--- src/rtl/ps2_scancode_decoder.sv ---
// PS/2 scan-code set 2 decoder: pops bytes from the keyboard receiver FIFO,
// tracks E0/F0 prefixes and modifiers, and reports make events with ASCII.
module ps2_scancode_decoder (
    input  logic       clk,
    input  logic       clrn,
    input  logic [7:0] kb_data,
    input  logic       kb_ready,
    output logic       kb_nextdata_n,
    output logic [7:0] key_code,
    output logic [7:0] key_ascii,
    output logic       key_ext,
    output logic       key_valid,
    output logic       key_repeat,
    output logic       key_pressed,
    output logic       shift,
    output logic       ctrl,
    output logic       caps_lock,
    output logic [7:0] press_count
);

    typedef enum logic [1:0] {IDLE, ACK, DECODE} state_t;

    state_t     state_q, state_d;
    logic [7:0] byte_q, byte_d;
    logic       nextdata_n_q, nextdata_n_d;
    logic       ext_q, ext_d, brk_q, brk_d;
    logic       lshift_q, lshift_d, rshift_q, rshift_d;
    logic       lctrl_q, lctrl_d, rctrl_q, rctrl_d;
    logic       caps_q, caps_d, caps_held_q, caps_held_d;
    logic [7:0] key_code_q, key_code_d, key_ascii_q, key_ascii_d;
    logic       key_ext_q, key_ext_d, key_valid_q, key_valid_d;
    logic       key_repeat_q, key_repeat_d, key_pressed_q, key_pressed_d;
    logic [7:0] press_count_q, press_count_d;
    logic       is_make, same_key;

    function automatic logic [7:0] scan_to_ascii(input logic [7:0] code, input logic upper);
        logic [7:0] ch;
        ch = 8'h00;
        case (code)
            8'h1C: ch = 8'h61;  8'h32: ch = 8'h62;  8'h21: ch = 8'h63;  8'h23: ch = 8'h64;
            8'h24: ch = 8'h65;  8'h2B: ch = 8'h66;  8'h34: ch = 8'h67;  8'h33: ch = 8'h68;
            8'h43: ch = 8'h69;  8'h3B: ch = 8'h6A;  8'h42: ch = 8'h6B;  8'h4B: ch = 8'h6C;
            8'h3A: ch = 8'h6D;  8'h31: ch = 8'h6E;  8'h44: ch = 8'h6F;  8'h4D: ch = 8'h70;
            8'h15: ch = 8'h71;  8'h2D: ch = 8'h72;  8'h1B: ch = 8'h73;  8'h2C: ch = 8'h74;
            8'h3C: ch = 8'h75;  8'h2A: ch = 8'h76;  8'h1D: ch = 8'h77;  8'h22: ch = 8'h78;
            8'h35: ch = 8'h79;  8'h1A: ch = 8'h7A;
            8'h45: ch = 8'h30;  8'h16: ch = 8'h31;  8'h1E: ch = 8'h32;  8'h26: ch = 8'h33;
            8'h25: ch = 8'h34;  8'h2E: ch = 8'h35;  8'h36: ch = 8'h36;  8'h3D: ch = 8'h37;
            8'h3E: ch = 8'h38;  8'h46: ch = 8'h39;
            8'h29: ch = 8'h20;  8'h5A: ch = 8'h0D;
            default: ch = 8'h00;
        endcase
        if (upper && ch >= 8'h61 && ch <= 8'h7A) begin
            ch = ch - 8'h20;
        end
        return ch;
    endfunction

    always_comb begin
        state_d       = state_q;
        byte_d        = byte_q;
        nextdata_n_d  = 1'b1;
        ext_d         = ext_q;
        brk_d         = brk_q;
        lshift_d      = lshift_q;
        rshift_d      = rshift_q;
        lctrl_d       = lctrl_q;
        rctrl_d       = rctrl_q;
        caps_d        = caps_q;
        caps_held_d   = caps_held_q;
        key_code_d    = key_code_q;
        key_ascii_d   = key_ascii_q;
        key_ext_d     = key_ext_q;
        key_valid_d   = 1'b0;
        key_repeat_d  = 1'b0;
        key_pressed_d = key_pressed_q;
        press_count_d = press_count_q;
        is_make       = ~brk_q;
        same_key      = key_pressed_q && (byte_q == key_code_q) && (ext_q == key_ext_q);

        case (state_q)
            IDLE: begin
                if (kb_ready) begin
                    state_d      = ACK;
                    byte_d       = kb_data;
                    nextdata_n_d = 1'b0;
                end
            end
            ACK: state_d = DECODE;
            DECODE: begin
                state_d = IDLE;
                if (byte_q == 8'hE0) begin
                    ext_d = 1'b1;
                end else if (byte_q == 8'hF0) begin
                    brk_d = 1'b1;
                end else begin
                    ext_d = 1'b0;
                    brk_d = 1'b0;
                    if (byte_q == 8'h12 || byte_q == 8'h59) begin
                        // E0-prefixed shifts are emitted around nav keys and must not latch shift
                        if (!ext_q && byte_q == 8'h12) lshift_d = is_make;
                        if (!ext_q && byte_q == 8'h59) rshift_d = is_make;
                    end else if (byte_q == 8'h14) begin
                        if (ext_q) rctrl_d = is_make;
                        else       lctrl_d = is_make;
                    end else if (byte_q == 8'h58 && !ext_q) begin
                        // caps_held suppresses toggling on typematic repeats of caps lock
                        if (is_make && !caps_held_q) caps_d = ~caps_q;
                        caps_held_d = is_make;
                    end else if (is_make) begin
                        key_code_d    = byte_q;
                        key_ext_d     = ext_q;
                        key_ascii_d   = ext_q ? 8'h00 :
                                        scan_to_ascii(byte_q, (lshift_q | rshift_q) ^ caps_q);
                        key_pressed_d = 1'b1;
                        key_valid_d   = 1'b1;
                        key_repeat_d  = same_key;
                        if (!same_key) press_count_d = press_count_q + 8'd1;
                    end else if (same_key) begin
                        key_pressed_d = 1'b0;
                    end
                end
            end
            default: state_d = IDLE;
        endcase
    end

    always_ff @(posedge clk or negedge clrn) begin
        if (!clrn) begin
            state_q       <= IDLE;
            byte_q        <= 8'h00;
            nextdata_n_q  <= 1'b1;
            ext_q         <= 1'b0;
            brk_q         <= 1'b0;
            lshift_q      <= 1'b0;
            rshift_q      <= 1'b0;
            lctrl_q       <= 1'b0;
            rctrl_q       <= 1'b0;
            caps_q        <= 1'b0;
            caps_held_q   <= 1'b0;
            key_code_q    <= 8'h00;
            key_ascii_q   <= 8'h00;
            key_ext_q     <= 1'b0;
            key_valid_q   <= 1'b0;
            key_repeat_q  <= 1'b0;
            key_pressed_q <= 1'b0;
            press_count_q <= 8'h00;
        end else begin
            state_q       <= state_d;
            byte_q        <= byte_d;
            nextdata_n_q  <= nextdata_n_d;
            ext_q         <= ext_d;
            brk_q         <= brk_d;
            lshift_q      <= lshift_d;
            rshift_q      <= rshift_d;
            lctrl_q       <= lctrl_d;
            rctrl_q       <= rctrl_d;
            caps_q        <= caps_d;
            caps_held_q   <= caps_held_d;
            key_code_q    <= key_code_d;
            key_ascii_q   <= key_ascii_d;
            key_ext_q     <= key_ext_d;
            key_valid_q   <= key_valid_d;
            key_repeat_q  <= key_repeat_d;
            key_pressed_q <= key_pressed_d;
            press_count_q <= press_count_d;
        end
    end

    assign kb_nextdata_n = nextdata_n_q;
    assign key_code      = key_code_q;
    assign key_ascii     = key_ascii_q;
    assign key_ext       = key_ext_q;
    assign key_valid     = key_valid_q;
    assign key_repeat    = key_repeat_q;
    assign key_pressed   = key_pressed_q;
    assign shift         = lshift_q | rshift_q;
    assign ctrl          = lctrl_q | rctrl_q;
    assign caps_lock     = caps_q;
    assign press_count   = press_count_q;

endmodule
--- config.mk ---
export PLATFORM = sky130hd
export DESIGN_NAME = ps2_scancode_decoder
export DESIGN_NICKNAME = d
export VERILOG_FILES = /design/src/rtl/ps2_scancode_decoder.sv
export SDC_FILE = /design/constraint.sdc
export NUM_CORES = 1
export LEC_CHECK = 0
export BUFFER_PORTS_ARGS = -buffer_cell sky130_fd_sc_hd__buf_4
export CORE_UTILIZATION = 48
export CTS_BUF_LIST = sky130_fd_sc_hd__clkbuf_8 sky130_fd_sc_hd__clkbuf_16
export DETAILED_ROUTE_END_ITERATION = 16
export PLACE_DENSITY = 0.76
export SLEW_MARGIN = 20
export SYNTH_ARGS = -nofsm -noshare
export SYNTH_HDL_FRONTEND = slang
export SYNTH_SLANG_ARGS = --single-unit
--- constraint.sdc ---
create_clock -name clk -period 4.75 [get_ports clk]
set_input_delay 0.475 -clock clk [delete_from_list [all_inputs] [get_ports clk]]
set_output_delay 0.475 -clock clk [all_outputs]
set_load 0.01 [all_outputs]
==> flow_summary.ini, run 1 <==
[outcome]
status = finished clean

[critical_path]
path_max_fanout = 30
worstPathCellList = inv_1, ha_1, nand2_1, a21oi_1, a211o_1, or3_4, clkinv_2, o21ai_1, a2111oi_2, a32o_1
slowest_stage = dfrtp_1
critical_path_class = flop to flop
arrival_ns = 3.57
crit_required_ns = 4.99
cp_top_family = compound AO/OA/AOI/OAI gates
end_kind = flop
cpPeakStageDelay_ns = 0.56
cp-start-kind = flop
critPathBufInv = 2

[synthesis]
yosys-top-cells-area = dfrtp_1 40%, nand2_1 6.3%, o21ai_0 4.7%
syn_area_sq_mm = 0.002882
synth_area_per_cell_sq_um = 8.894
ys_seq_area_share_pct = 40.86
syn-num-nets = 344
synth_top_area_share_pct = 39.95
synth_edf_count = 0
syn_inst = 324
synth_top_area_cell = dfrtp_1
ys.flop_type = dfrtp_1
ys_ff_latch = 47
yosysWarnings = 0
postSynth.asyncResetShare_pct = 100.0
synth.distinct_cells = 60

[final_layout]
antennaDiodeCount = 0
multiInputGateArea_sq_mm = 0.001556
regArea_sq_mm = 0.001177
drive_gt1_share_pct = 18.82
syn2layout_area_growth_pct = 14.81
fin_nets = 375
layout_common_cells = 48 x nand2_1, 46 x dfrtp_1, 43 x buf_4
layout_commonest_cell = nand2_1
fill_cells = 545
finalInstanceArea_sq_mm = 0.003308
fin_cells = 428
utilization_pct = 58.64

[cts]
cts_tree = done
postCtsHoldBufs = 0
ctsResizeCount = 0
cts_buffer_depth = 2
clock_sinks = 47
cts_buffers = 5
cts_root_buffer = clkbuf_8
post-cts-setup-buffers = 0
clock_latency_ns = 0.30
clkTransAtPathRegs_ns = 0.09
cts_htree_levels = 2

[timing]
fin_ws_ns = 1.420
finalCritPeriodShare_pct = 70.11
timing.fmax_mhz = 300.3
setup_viol = 0
rsz0062_at_grt = false
skew_ns = 0.008719
timing.hold.ws_ns = 0.1665
finalHoldViolations = 0
fin_setup_tns_ns = 0
min_period_ns = 3.330
timing.slew.headroom_pct = 37.11
tightest_slew_ns = 0.9434
drv_slew = 0

[global_route]
antenna_found_initial = 0
grt.overflow.total = 0
grt_pass1_wl_mm = 11.74
grt.total_usage_pct = 23.89
grt_max_degree = 48
grt_pass1_vias = 2377

[min_path]
hold_path.class = input port to asynchronous set/reset pin

[floorplan]
io_pins = 43
die_area_sq_mm = 0.006317
die_h_um = 79.48
core-area_sq_mm = 0.005642
start_util_pct = 51.08
die_w_um = 79.48
row_count = 27

[placed_design]
place_area_sq_mm = 0.003193
place_inst = 420
io_buffers = 42
place.gp.congestion = 0.9523
dp_slack_ns = 1.548
hpwl_mm = 4.983

[routing]
antenna_left = 0
wire_per_inst_um = 16.10
initialDrtViolationCount = 144
firstDrtPassIters = 4
vias = 2482
via_per_inst = 5.799
wirelength_mm = 6.892
drc = 0

[flow_run]
maxCapViolCount = 0

[power]
p_leak_nw = 1.478
finalPower_mw = 1.670
peakVddDrop_mv = 0.2845
powerDensity_mw_per_mm2 = 504.9
==> sequential cells by signal (all words and copies together) (netlist names), 2 cells and up <==
signal / cells
press_count: 8
state_q: 2
byte_q: 8
key_ascii: 8
key_code: 8
==> synthesized netlist by cell type, types with 8 or more instances <==
| master | n |
|---|---|
| nand2_1 | 48 |
| xnor2_1 | 13 |
| nand3_1 | 9 |
| nand2b_1 | 8 |
| buf_2 | 9 |
| nor2_1 | 22 |
| dfrtp_1 | 46 |
| ha_1 | 9 |
| inv_1 | 10 |
| o31ai_1 | 8 |
| a21oi_1 | 16 |
| o21ai_0 | 27 |
==> cells by family (layout without fill, tap and decap cells) <==
family | count (synthesis) | after routing | synth area share, %
DFF | 47 | 47 | 40.86
and+or+nand+nor | 129 | 129 | 23.10
buffers and inverters | 31 | 63 | 5.123
xor gates and xnor gates | 18 | 18 | 5.471
AOI/OAI and AO/OA | 81 | 81 | 18.28
adders and majority gates | 9 | 9 | 3.908
muxes | 9 | 9 | 3.257
==> routing by layer <==
layer | global-route usage (%) | routed length [um] | part of all wire [%] | vias to the layer above
met5 | 0 | 0 | 0 | -
met2 | 36.92 | 3066 | 44 | 97
met1 | 34.59 | 3356 | 49 | 1170
met3 | 3.314 | 412 | 6.0 | 7
li1 | - | - | - | 1208
met4 | 6.909 | 57 | 0.83 | 0
==> report_power, final <==
group	leakage, nW	internal [mW]	switching [mW]
clock	0.0548	0.159	0.142
sequential	0.607	0.505	0.189
combinational	0.816	0.320	0.357
total	1.48	0.983	0.687
==> path summary, 6_finish.rpt <==
kind                                        startpoint                       end  slack (ns)  depth (start not counted)
worst max-delay path             byte_q[1]$_DFFE_PN0P_  key_ascii[7]$_DFFE_PN0P_        1.42                         10
worst min-delay path                              clrn   key_code[4]$_DFFE_PN0P_        0.17                          1
worst max register to register   byte_q[1]$_DFFE_PN0P_  key_ascii[7]$_DFFE_PN0P_        1.42                         10
worst min register to register  state_q[1]$_DFFE_PN0P_    state_q[1]$_DFFE_PN0P_        0.46                          1
max in group asynchronous                         clrn    state_q[1]$_DFFE_PN0P_        4.19                          1
min in group clk                            kb_data[6]     byte_q[6]$_DFFE_PN0P_        0.37                          3
==> area by class of cell <==
class,count,share of cell area (%)
clock buffer,5,2.080
clock inverter,3,1.399
inverter,12,1.399
multi-input combinational,246,47.05
sequential,47,35.59
tap,72,2.723
timing repair buffer,43,9.758
Power figures use the tool's default switching activity.
==> run 2: changes to the inputs <==
--- a/config.mk
+++ b/config.mk
@@ -5,6 +5,7 @@
 export SDC_FILE = /design/constraint.sdc
 export NUM_CORES = 1
 export LEC_CHECK = 0
+export ABC_AREA = 1
 export BUFFER_PORTS_ARGS = -buffer_cell sky130_fd_sc_hd__buf_4
 export CORE_UTILIZATION = 48
 export CTS_BUF_LIST = sky130_fd_sc_hd__clkbuf_8 sky130_fd_sc_hd__clkbuf_16
==> constraint.sdc (replaced) <==
create_clock -name clk -period 3.3 [get_ports clk]
set_input_delay 0.33 -clock clk [delete_from_list [all_inputs] [get_ports clk]]
set_output_delay 0.33 -clock clk [all_outputs]
set_load 0.01 [all_outputs]
==> run 2 against run 1 <==
  * Wire length is 3.4% higher
  * Synthesized cell count is 20% higher
  * Critical path type unchanged
  * Sequential cell count stayed put
  * Global-route usage is 1.1 points lower
  * Via count is 10% higher
  * Fmax is 34% higher
  * Sequential share of layout area is 1.7 points lower
  * Sequential power is 41% higher
  * Critical path depth is 3 higher
  * Clock skew hardly changed
  * Non-clock buffer count is 1 lower
==> flow_summary.ini, run 2 <==
[outcome]
status = finished clean

[placed_design]
hpwl_mm = 5.446
place_inst = 496
place.gp.congestion = 0.8919
io_buffers = 42

[global_route]
grt_pass1_vias = 2404
grt.total_usage_pct = 22.81
antenna_found_initial = 0
grt_pass1_wl_mm = 11.64
grt.overflow.total = 0
grt_max_degree = 48

[power]
internal_power_mw = 1.360
clockPowerShare_pct = 14.6
peakVddDrop_mv = 0.3593
p_sw_share_pct = 44.72
p_comb_share_pct = 45.7
powerDensity_mw_per_mm2 = 707.7
power_frac_seq_pct = 39.7
p_sw_mw = 1.101
p_leak_nw = 1.785
finalPower_mw = 2.461

[floorplan]
row_count = 28
die_h_um = 82.01
start_util_pct = 50.70
io_pins = 43
core-area_sq_mm = 0.006061
die_w_um = 82.01
die_area_sq_mm = 0.006726

[cts]
cts_root_buffer = clkbuf_8
clkTransAtPathRegs_ns = 0.09
cts_htree_levels = 2
post-cts-setup-buffers = 0
postCtsHoldBufs = 0
clock_latency_ns = 0.31
cts_buffer_depth = 2
cts_tree = done
clock_sinks = 47
cts_buffers = 5
ctsResizeCount = 0

[synthesis]
ys_ff_latch = 47
syn-num-nets = 410
yosys-top-cells-area = dfrtp_1 37%, nand2_1 14%, nand3_1 5.5%
synth_top_area_cell = dfrtp_1
synth_edf_count = 0
synth_top_area_share_pct = 37.46
synth_area_per_cell_sq_um = 7.879
synth.distinct_cells = 48
synth_common_cells = 113 x nand2_1, 46 x dfrtp_1, 34 x nand3_1
yosysWarnings = 0
postSynth.asyncResetShare_pct = 100.0
syn_inst = 390
ys_seq_area_share_pct = 38.31
yosysMostFrequentCell = nand2_1
syn_area_sq_mm = 0.003073
ys.flop_type = dfrtp_1

[timing]
fin_setup_tns_ns = 0
rsz0062_at_grt = false
timing.fmax_mhz = 401.0
finalHoldViolations = 0
min_period_ns = 2.494
tightest_slew_ns = 0.6439
timing.slew.headroom_pct = 57.07
drv_slew = 0
setup_viol = 0
skew_ns = 0.009152
finalCritPeriodShare_pct = 75.57

[routing]
firstDrtPassIters = 5
wire_per_inst_um = 14.13
via_per_inst = 5.440
wirelength_mm = 7.124
antenna_left = 0
vias = 2742
drc = 0
initialDrtViolationCount = 221

[final_layout]
layout_commonest_cell = nand2_1
fin_cells = 504
multiInputGateArea_sq_mm = 0.001648
regArea_sq_mm = 0.001177
drive_gt1_share_pct = 22.14
syn2layout_area_growth_pct = 13.15
layout_common_cells = 113 x nand2_1, 46 x dfrtp_1, 42 x buf_4
fin_nets = 448
antennaDiodeCount = 0
fill_cells = 576

[critical_path]
slowest_stage = dfrtp_1
r2r_cells = 13
cp-start-kind = flop
critical_path_class = flop to flop
regToRegEndpoint = key_ascii[6]$_DFFE_PN0P_
end_kind = flop
rrSetupSlack_ns = 0.81
cp_common_cell = nand2_1
cpPeakStageDelay_ns = 0.48
crit_required_ns = 3.50
path_max_fanout = 10
worstPathCellList = inv_1, ha_1, nand2_1, inv_2, nor2_1, o211ai_1, nand3_1, nand2_1, inv_1, ha_1, nand4_1, nand2_1, nand2_1
arrival_ns = 2.69
r2r-start = byte_q[1]$_DFFE_PN0P_

[flow_run]
maxCapViolCount = 0

[min_path]
hold_path.class = input port to asynchronous set/reset pin
run 2: cell count changes in the layout (fill, tap and decap cells not counted), moves of 7 or more:
cell / previous run / this run
nand2_1: 48 / 113
nand3_1: 9 / 34
inv_1: 10 / 29
nor2_1: 22 / 33
xnor2_1: 13 / 3
nand2b_1: 8 / 0
nor2_2: 0 / 7
o31ai_1: 8 / 1
run 2: per-layer routing:
| metal | GRT usage, % | up-vias | share of wire, % | routed length [um] |
|---|---|---|---|---|
| met5 | 0 | - | 0 | 0 |
| met4 | 6.140 | 0 | 1.3 | 95 |
| met3 | 4.111 | 11 | 6.3 | 447 |
| met2 | 35.45 | 97 | 45 | 3231 |
| met1 | 32.26 | 1284 | 47 | 3350 |
| li1 | - | 1350 | - | - |
run 2: cell type report:
cell class	instances	area share, %
clock buffers	6	2.375
clock inverters	2	0.2519
inverters	37	4.354
multi-input cells	295	47.39
flip-flops and latches	47	33.86
well taps	75	2.699
repair buffers	42	9.068
run 2: cells by family after synthesis:
logic type               count (synthesis)  synth area share, %
buffers and inverters                   48                8.061
flip-flops                              47                38.31
multiplexers                             1               0.3257
AND/OR/NAND/NOR                        222                36.56
adder cells (fa/ha/maj)                  9                3.665
XOR/XNOR                                11                3.380
AO/OA/AOI/OAI                           52                9.691
run 2: worst max-delay path, delay by kind of cell, from the launching register on:
family	cells	cell delay (ns)
simple gates	7	0.61
buf+inv	3	0.52
fa+ha+maj	2	0.63
compound gates	1	0.16
flops	1	0.48
run 2: metrics by stage:
stage	setup WS, ns	utilization (%)	instance area, sq um	hold slack, ns
2_1_floorplan	1.290	-	3073	0.03441
3_3_place_gp	0.7990	55.86	3386	0.3681
3_5_place_dp	0.8303	55.86	3386	0.3748
4_1_cts	0.8094	57.37	3477	0.04315
5_1_grt	0.5945	57.37	3477	0.06342
6_report	0.8060	57.37	3477	0.02245
run 2: power groups by stage:
stage                     combinational, mW  clock [mW]  sequential [mW]
after global placement                 1.12           0            0.981
after detailed placement               1.12           0            0.984
after CTS                              1.13       0.362            0.972
after global routing                   1.27       0.390             1.00
final                                  1.13       0.359            0.977
after floorplan                       0.765           0            0.946
run 2: worst max-delay path by stage:
stage | from | cells past startpoint | slack, ns | endpoint
after floorplan | byte_q[1]$_DFFE_PN0P_ | 13 | 1.29 | key_ascii[6]$_DFFE_PN0P_
after global placement | byte_q[1]$_DFFE_PN0P_ | 13 | 0.80 | key_ascii[6]$_DFFE_PN0P_
after detailed placement | byte_q[1]$_DFFE_PN0P_ | 13 | 0.83 | key_ascii[6]$_DFFE_PN0P_
after CTS | byte_q[1]$_DFFE_PN0P_ | 13 | 0.81 | key_ascii[6]$_DFFE_PN0P_
after global routing | byte_q[1]$_DFFE_PN0P_ | 13 | 0.59 | key_ascii[6]$_DFFE_PN0P_
final | byte_q[1]$_DFFE_PN0P_ | 13 | 0.81 | key_ascii[6]$_DFFE_PN0P_
==> run 3: changes to the inputs <==
--- a/config.mk
+++ b/config.mk
@@ -10,7 +10,7 @@
 export CORE_UTILIZATION = 48
 export CTS_BUF_LIST = sky130_fd_sc_hd__clkbuf_8 sky130_fd_sc_hd__clkbuf_16
 export DETAILED_ROUTE_END_ITERATION = 16
-export PLACE_DENSITY = 0.76
+export PLACE_DENSITY = 0.78
 export SLEW_MARGIN = 20
 export SYNTH_ARGS = -nofsm -noshare
 export SYNTH_HDL_FRONTEND = slang
==> constraint.sdc (replaced) <==
create_clock -name clk -period 2.2 [get_ports clk]
set_input_delay 0.22 -clock clk [delete_from_list [all_inputs] [get_ports clk]]
set_output_delay 0.22 -clock clk [all_outputs]
set_load 0.01 [all_outputs]
==> run 3 against run 2 <==
  * Sequential cell count unchanged
  * Core utilization is 2.7 points higher
  * Sequential share of layout area down 1.5 points
  * Wire length up 7.5%
  * Global-route usage grew 1.7 points
  * Combinational power up 70%
  * Sequential power up 41%
  * Critical path depth down 5
  * Total power increased by 57%
  * Worst setup slack worse by 0.71 ns
  * Hold slack better by 0.046 ns
  * First-iteration DRC count down 16%
  * Largest power group unchanged
==> flow_summary.ini, run 3 (same netlist as run 2, synthesis figures left out) <==
[floorplan]
die_area_sq_mm = 0.006726
start_util_pct = 50.70
die_w_um = 82.01
core-area_sq_mm = 0.006061
die_h_um = 82.01
row_count = 28
io_pins = 43

[timing]
setup_viol = 0
timing.slew.headroom_pct = 61.26
tightest_slew_ns = 0.5811
fin_setup_tns_ns = 0
finalCritPeriodShare_pct = 95.58
skew_ns = 0.005021
finalHoldViolations = 0
min_period_ns = 2.103
rsz0062_at_grt = true
timing.fmax_mhz = 475.6
drv_slew = 0

[power]
peakVddDrop_mv = 0.7866
p_leak_nw = 1.853
finalPower_mw = 3.859
powerDensity_mw_per_mm2 = 1060

[final_layout]
antennaDiodeCount = 0
fin_nets = 462
layout_common_cells = 112 x nand2_1, 54 x buf_4, 46 x dfrtp_1
fill_cells = 561
drive_gt1_share_pct = 26.86
utilization_pct = 60.05
finalInstanceArea_sq_mm = 0.003640
syn2layout_area_growth_pct = 18.44
layout_commonest_cell = nand2_1

[cts]
cts_buffer_depth = 2
cts_buffers = 5
cts_root_buffer = clkbuf_8
cts_htree_levels = 2
clock_sinks = 47
clkTransAtPathRegs_ns = 0.09
clock_latency_ns = 0.30
cts_tree = done

[placed_design]
place_area_sq_mm = 0.003473
io_buffers = 42
place.gp.congestion = 0.9316
hpwl_mm = 5.813

[global_route]
grt.total_usage_pct = 24.50
grt.overflow.total = 0
grt_pass1_wl_mm = 12.32
grt_pass1_vias = 2558
antenna_found_initial = 0
grt_max_degree = 48

[min_path]
hold_path.class = input port to flop

[critical_path]
end_kind = flop
cp_top_family = simple AND/OR/NAND/NOR gates
critical_path_class = flop to flop
cpPeakStageDelay_ns = 0.65
critPathBufInv = 1
slowest_stage = dfrtp_1
cp-start-kind = flop
crit_required_ns = 2.40
path_max_fanout = 9
arrival_ns = 2.30
worstPathCellList = nand2_1, nor3_2, nor3_2, nand4_4, nor2_4, buf_4, nand3_1, nand2_1

[routing]
vias = 2782
wire_per_inst_um = 14.78
firstDrtPassIters = 4
drc = 0
antenna_left = 0
wirelength_mm = 7.655
via_per_inst = 5.371
initialDrtViolationCount = 186

[outcome]
status = finished clean

[flow_run]
maxCapViolCount = 0
## run 3: worst paths after layout
check	slack (ns)	cells after the start	to	from
max in group asynchronous	1.33	2	byte_q[1]$_DFFE_PN0P_	clrn
worst min-delay path	0.07	2	kb_nextdata_n$_DFF_PN1_	kb_ready
worst max-delay path	0.1	8	key_ascii[5]$_DFFE_PN0P_	byte_q[4]$_DFFE_PN0P_
worst max register to register	0.1	8	key_ascii[5]$_DFFE_PN0P_	byte_q[4]$_DFFE_PN0P_
worst min register to register	0.45	1	state_q[1]$_DFFE_PN0P_	state_q[1]$_DFFE_PN0P_
min in group asynchronous	0.47	2	key_ascii[0]$_DFFE_PN0P_	clrn
## run 3: stage by stage
stage | instances | setup slack, ns | hold slack, ns
CTS | 515 | 0.05007 | 0.05947
global placement | 506 | 0.1495 | 0.2592
floorplan | 390 | 0.1903 | -0.07559
global route | 518 | -0.03065 | 0.06120
detailed placement | 506 | 0.07144 | 0.2636
finish | 518 | 0.09731 | 0.06823
## run 3: what timing repair did
action | 4_1_cts | 5_1_grt
hold buffers | 1 | 0
hold endpoints to repair | 46 | 0
resized for setup | 0 | 11
setup endpoints to repair | 0 | 17
setup buffers | 0 | 3
## run 3: layout make-up
type / count / area, sq um / area share (%)
Clock buffer: 6 / 82.58 / 2.269
Clock inverter: 2 / 16.27 / 0.4469
Inverter: 37 / 151.4 / 4.160
Multi-Input combinational cell: 295 / 1683 / 46.24
Sequential cell: 47 / 1177 / 32.35
Tap cell: 75 / 93.84 / 2.578
Timing Repair Buffer: 56 / 435.4 / 11.96
## run 3: power breakdown
group	leakage, nW	switching (mW)	total [mW]	internal [mW]
Combinational	1.20	1.14	1.92	0.779
Sequential	0.609	0.274	1.38	1.11
Clock	0.0474	0.302	0.559	0.257
## run 3: worst register-to-register path, stage by stage (launching register included)
cell and delay [ns]:
dfrtp_1 0.65, nand2_1 0.27, nor3_2 0.43, nor3_2 0.12, nand4_4 0.18, nor2_4 0.09
buf_4 0.14, nand3_1 0.07, nand2_1 0.05
## run 3: metal layers
metal	up-vias	part of all wire, %	GRT usage (%)	routed length, um
met5	-	0	0	0
met4	0	1.5	7.368	118
met3	12	5.0	4.667	384
met2	89	47	40.00	3619
met1	1309	46	32.69	3532
li1	1372	-	-	-
